`src/rtl/uart_rx_byte.sv`:
```
// uart_rx_byte: 8N1 UART receiver with a 2-flop input synchronizer, mid-bit sampling,
// a one-cycle data-valid strobe and a separate framing-error strobe.
module uart_rx_byte #(
    parameter int CLKS_PER_BIT = 868
) (
    input  logic       clk,
    input  logic       rst,
    input  logic       rx,
    output logic [7:0] rx_data,
    output logic       rx_data_valid,
    output logic       frame_err,
    output logic       busy
);
    localparam int CW = $clog2(CLKS_PER_BIT);
    localparam logic [CW-1:0] HALF = CW'((CLKS_PER_BIT - 1) / 2);
    localparam logic [CW-1:0] LAST = CW'(CLKS_PER_BIT - 1);

    typedef enum logic [2:0] {IDLE, START, DATA, STOP, WAIT_HIGH} state_t;

    state_t        state_q, state_d;
    logic [CW-1:0] cnt_q, cnt_d;
    logic [2:0]    idx_q, idx_d;
    logic [7:0]    shift_q, shift_d;
    logic [7:0]    data_q, data_d;
    logic          valid_q, valid_d;
    logic          ferr_q, ferr_d;
    logic          s1_q, s2_q;
    logic          rx_s;

    assign rx_s          = s2_q;
    assign rx_data       = data_q;
    assign rx_data_valid = valid_q;
    assign frame_err     = ferr_q;
    assign busy          = state_q != IDLE;

    always_ff @(posedge clk or posedge rst) begin
        if (rst) begin
            s1_q    <= 1'b1;
            s2_q    <= 1'b1;
            state_q <= IDLE;
            cnt_q   <= '0;
            idx_q   <= '0;
            shift_q <= '0;
            data_q  <= '0;
            valid_q <= 1'b0;
            ferr_q  <= 1'b0;
        end else begin
            s1_q    <= rx;
            s2_q    <= s1_q;
            state_q <= state_d;
            cnt_q   <= cnt_d;
            idx_q   <= idx_d;
            shift_q <= shift_d;
            data_q  <= data_d;
            valid_q <= valid_d;
            ferr_q  <= ferr_d;
        end
    end

    always_comb begin
        state_d = state_q;
        cnt_d   = cnt_q + 1'b1;
        idx_d   = idx_q;
        shift_d = shift_q;
        data_d  = data_q;
        valid_d = 1'b0;
        ferr_d  = 1'b0;
        case (state_q)
            IDLE: begin
                cnt_d = '0;
                if (!rx_s) state_d = START;
            end
            START: if (cnt_q == HALF) begin
                cnt_d   = '0;
                idx_d   = '0;
                state_d = rx_s ? IDLE : DATA;
            end
            DATA: if (cnt_q == LAST) begin
                cnt_d   = '0;
                shift_d = {rx_s, shift_q[7:1]};
                idx_d   = idx_q + 1'b1;
                if (idx_q == 3'd7) state_d = STOP;
            end
            STOP: if (cnt_q == LAST) begin
                cnt_d   = '0;
                valid_d = rx_s;
                ferr_d  = !rx_s;
                data_d  = rx_s ? shift_q : data_q;
                state_d = rx_s ? IDLE : WAIT_HIGH;
            end
            WAIT_HIGH: begin
                // a held-low line must return high before a new start edge counts
                cnt_d = '0;
                if (rx_s) state_d = IDLE;
            end
            default: state_d = IDLE;
        endcase
    end
endmodule
```
`config.mk`:
```
export PLATFORM = sky130hd
export DESIGN_NAME = uart_rx_byte
export DESIGN_NICKNAME = d
export VERILOG_FILES = /design/src/rtl/uart_rx_byte.sv
export SDC_FILE = /design/constraint.sdc
export NUM_CORES = 1
export LEC_CHECK = 0
export BUFFER_PORTS_ARGS = -buffer_cell sky130_fd_sc_hd__buf_2
export CAP_MARGIN = 5
export CORE_MARGIN = 2
export CORE_UTILIZATION = 62
export DETAILED_ROUTE_END_ITERATION = 10
export MAX_ROUTING_LAYER = met4
export PLACE_DENSITY_LB_ADDON = 0.12
export SLEW_MARGIN = 20
export SYNTH_ARGS = -nofsm -noshare
export SYNTH_HDL_FRONTEND = slang
export SYNTH_SLANG_ARGS = --single-unit
```
`constraint.sdc`:
```
create_clock -name clk -period 3.6 [get_ports clk]
set_input_delay 0.36 -clock clk [delete_from_list [all_inputs] [get_ports clk]]
set_output_delay 0.36 -clock clk [all_outputs]
set_load 0.1 [all_outputs]
```
# After elaboration in Yosys (flattened, before gate mapping)

Cells that the tools add are included.

Register bits after elaboration: 36
Input port bits: 3
Output and inout bits: 11
Logic and storage cells: 53

$add $sub $neg: 2
Eq/ne operators: 13
Muxes and demuxes: 19
Reduce and logical (&&, ||, !) cells: 10

Operators by type and width:

| kind                                                             | count |
|---|---|
| 10-bit one-hot mux with 3 select lines                           | 1 |
| 3-bit two-way mux                                                | 9 |
| 10-bit two-way mux                                               | 2 |
| 3-bit one-hot mux with 5 select lines                            | 1 |
| 2-bit != test, second input constant                             | 6 |
| 10-bit by 1-bit adder with 10-bit output, second input constant  | 1 |
| 10-bit == test, second input constant                            | 1 |
| 10-bit by 9-bit == test with 1-bit output, second input constant | 1 |
| 3-bit by 2-bit == test with 1-bit output, second input constant  | 2 |
| 3-bit == test, second input constant                             | 2 |
| 3-bit one-hot mux with 2 select lines                            | 1 |
| 3-bit AND reduction                                              | 2 |
| 6-bit AND reduction                                              | 1 |
| 1-bit two-way mux                                                | 4 |
| 2-bit OR reduction                                               | 2 |
| 3-bit by 1-bit adder with 3-bit output, second input constant    | 1 |
| 3-bit by 1-bit == test with 1-bit output, second input constant  | 1 |
| 3-bit zero test                                                  | 1 |
| 3-bit nonzero test                                               | 1 |
| 2-bit two-way mux                                                | 1 |
| 2-bit AND reduction                                              | 1 |
| 2-bit nonzero test                                               | 1 |
| 1-bit zero test                                                  | 1 |

# Depth between registers and ports, before layout

Depth in word-level cells: 4
Gate-level depth with buffers: 5
Gate-level depth less buffers: 5

# Least setup slack after synthesis

No wires, ideal clock.

Kind: register to register
Start point: reg cnt_q[0]
End point: reg data_q[0] (netlist: rx_data[0])
Setup time: 0.126 ns
Arrival: 1.818 ns
Required time: 3.474 ns
Path slack: 1.656 ns
Cell stages (with the launch flop): 6
Path buffers: 0
Clock period less this slack: 1.944 ns
Cell sequence: dfrtp_1 -> ha_1 -> or3b_4 -> nor3_4 -> nand4_4 -> mux2_2

Longest elaborated chain between the ends: 2

Ends and longest elaborated chain:

| what                          | RTL line | text |
|---|---|---|
| start, declared               | 21       | `logic [CW-1:0] cnt_q, cnt_d;` |
| start signal, assigned        | 51       | `cnt_q <= cnt_d;` |
| 10-bit == test                | 84       | `STOP: if (cnt_q == LAST) begin` |
| 3-bit AND reduction (no line) | --       |  |
| end signal, assigned          | 54       | `data_q <= data_d;` |
| end, declared                 | 24       | `logic [7:0] data_q, data_d;` |

No other way between the ends.
A chain may end at the register's enable or synchronous reset.

# Worst setup path in the final report

Start point: reg cnt_q[0]
End point: reg data_q[5] (netlist: rx_data[5])

Same word-level chain as after synthesis.

==> results_dict.tcl <==
set metrics [dict create \
    outcome "finished clean" \
    fmax_mhz 462 \
    final-setup-viol-count 0 \
    crit_fanout 8 \
    vias 1067 \
    met3_length_um 102 \
    ir_worst_vdd_mv 0.346 \
    pin_count 14 \
    cp.arrival_ns 2.39 \
    final_common_cell "dfrtp_1" \
    critPathMaxStageDelay_ns 0.45 \
    rsz0062_at_grt "false" \
    post_dp_cell_area_um2 1730 \
    worst-r2r-setup-slack_ns 1.44 \
    antenna_found_initial 0 \
    grt_pass1_wl_um 4950 \
    worstReg2RegEnd "rx_data[5]" \
    path_clk_slew_ns 0.11 \
    synth.top_cell.area_share_pct 51.9 \
    power_mw 0.692 \
    clock_sink_count 36 \
    p_per_area_nw_per_um2 382 \
    p_switching_mw 0.138 \
    worst_pin_slew_ns 0.766 \
    cts_hold_buf 0 \
    dpl.hpwl_um 1930 \
    p_leak_nw 0.890 \
    end_kind "flop" \
    synthFlopType "dfrtp_1" \
    grtUsageTotal_pct 21.2 \
    fin_crit_sh_pct 60.1 \
    top_layer "met4" \
    layout_common_cells "dfrtp_1, mux2_2, buf_2, nor3_1, xor2_1" \
    slew_headroom_pct 48.7 \
    syn_area_per_cell_um2 12.3 \
    tns_ns 0 \
    drt-initial-drc-count 25 \
    cts_tree "built" \
    fin_area_um2 1810 \
    post_cts_buffers 0 \
    synth_top_area_cell "dfrtp_1" \
    drc 0 \
    cts_resized 0 \
    route.antenna.remaining_nets 0 \
    viasPerCell 5.90 \
    drive_gt1_share_pct 31.1 \
    io_buffers 13 \
    start_util_pct 65.6 \
    path_cells "ha_1, or3b_4, nor3_4, nand4_4, mux2_2" \
    internal_power_mw 0.553 \
    reg2regPathDepth 5 \
    reg2reg_from "cnt_q[0]" \
    grt_overflow 0 \
    crit_slowest_cell "dfrtp_1" \
    wirelength_um 2790 \
    core_um2 2500 \
    hold_viol 0 \
    p_sw_share_pct 20.0 \
    syn-cell-area_um2 1640 \
    async_flop_share_pct 100 \
    antennaDiodeCount 0 \
    wl_per_cell_um 15.4 \
    clk_latency_ns 0.33 \
    grt_pass1_vias 1089 \
    route.met2.wl_um 1290 \
    cp-start-kind "flop" \
    routabilityCongestion 0.809 \
    ys_ff_latch 36 \
    synth_area_leaders "dfrtp_1, mux2_2, xor2_1" \
    wl_met1_um 1340 \
    clkPwrFrac_pct 39.6 \
    ys_seq_area_share_pct 55.1 \
    drt_pass1_iterations 4 \
    die-area_um2 3070 \
    die_h_um 55.4 \
    hp-class "in2async" \
    synth-edff-count 0 \
    grt_max_degree 37 \
    num_rows 18 \
    crit_type "reg2reg" \
    seq_power_share_pct 59.0 \
    synth_nets 140 \
    critical_path_required_ns 3.82 \
    h-tree-depth 2 \
    numCtsBuffers 5 \
    die_x_um 55.4 \
    syn_inst 133 \
    clk_path_buf_depth 2 \
    synth_cell_type_count 35 \
    yosys_warnings 0 \
    drv_slew 0 \
    area.growth.synth_to_final_pct 10.4 \
    combPwrFrac_pct 1.4 \
    final_nets 157 \
    cts-root-buf "clkbuf_4" \
    drv_cap 0 \
    min_period_ns 2.16 \
    skew_ns 0.0105 \
]
metal layers:
layer,vias up,track usage (%)
met4,0,8.71
met2,24,31.3
met5,-,-
met3,7,5.15
met1,523,28.4
li1,513,-
registers in the layout, summed over array words and instances, names as in the netlist:
signal and count:
cnt_q 10, frame_err 1, idx_q 3, rx_data 8
rx_data_valid 1, rx_s 1, s1_q 1, shift_q 8
state_q 3
power groups by stage:
stage	combinational (mW)	sequential, mW	clock (mW)
after floorplan	0.00618	0.415	0
after global routing	0.0116	0.408	0.301
after global placement	0.00980	0.416	0
final	0.00954	0.408	0.274
after CTS	0.0101	0.408	0.284
after detailed placement	0.0101	0.416	0
worst max-delay path by stage:
| stage | slack (ns) | from | endpoint |
|---|---|---|---|
| 2_1_floorplan | 1.66 | cnt_q[0] | rx_data[0] |
| 3_3_place_gp | 1.49 | cnt_q[0] | rx_data[5] |
| 3_5_place_dp | 1.44 | cnt_q[0] | rx_data[0] |
| 4_1_cts | 1.43 | cnt_q[0] | rx_data[6] |
| 5_1_grt | 1.28 | cnt_q[0] | idx_q[0] |
| 6_report | 1.44 | cnt_q[0] | rx_data[5] |
critical path: cells and delay by family, from the launching register on:
family / cells / cell delay, ns
flops: 1 / 0.45
fa+ha+maj: 1 / 0.29
mux: 1 / 0.33
simple gates: 3 / 0.99
cell families after synthesis:
kind of cell	count (synthesis)	synth area share [%]
DFF	36	55.1
AOI/OAI and AO/OA	7	2.75
and+or+nand+nor	50	19.8
buffers and inverters	9	2.14
adders and majority gates	4	3.05
xor gates and xnor gates	8	4.27
muxes	19	12.9
synth_stat cells, drive strengths merged, types with 2 or more instances:
cell type / number
or3b: 2
ha: 4
and3: 2
dfstp: 2
nor3: 13
xor2: 7
inv: 5
mux2i: 2
nand3: 5
nand4: 5
nor2: 4
and4: 2
or3: 2
clkbuf: 3
dfrtp: 34
mux2: 17
nand4bb: 2
nor4b: 2
o21ai: 2
nand2: 6
a21oi: 3
layout make-up:
class                           instances  area (um^2)
Clock buffer                            6         41.3
Tap cell                               30         37.5
Sequential cell                        36          903
Fill cell                             178          691
Multi-Input combinational cell         88          701
Clock inverter                          2         35.0
Inverter                                5         18.8
Timing Repair Buffer                   14         72.6
per-stage QoR:
step,instances,utilization (%),setup slack [ns],hold WS [ns]
2_1_floorplan,133,-,1.66,0.345
4_1_cts,181,72.4,1.43,0.105
6_report,181,72.4,1.44,0.107
3_5_place_dp,173,69.3,1.44,0.354
5_1_grt,181,72.4,1.28,0.0920
3_3_place_gp,173,69.3,1.49,0.346
No activity file was read; power rests on OpenSTA's default activity.
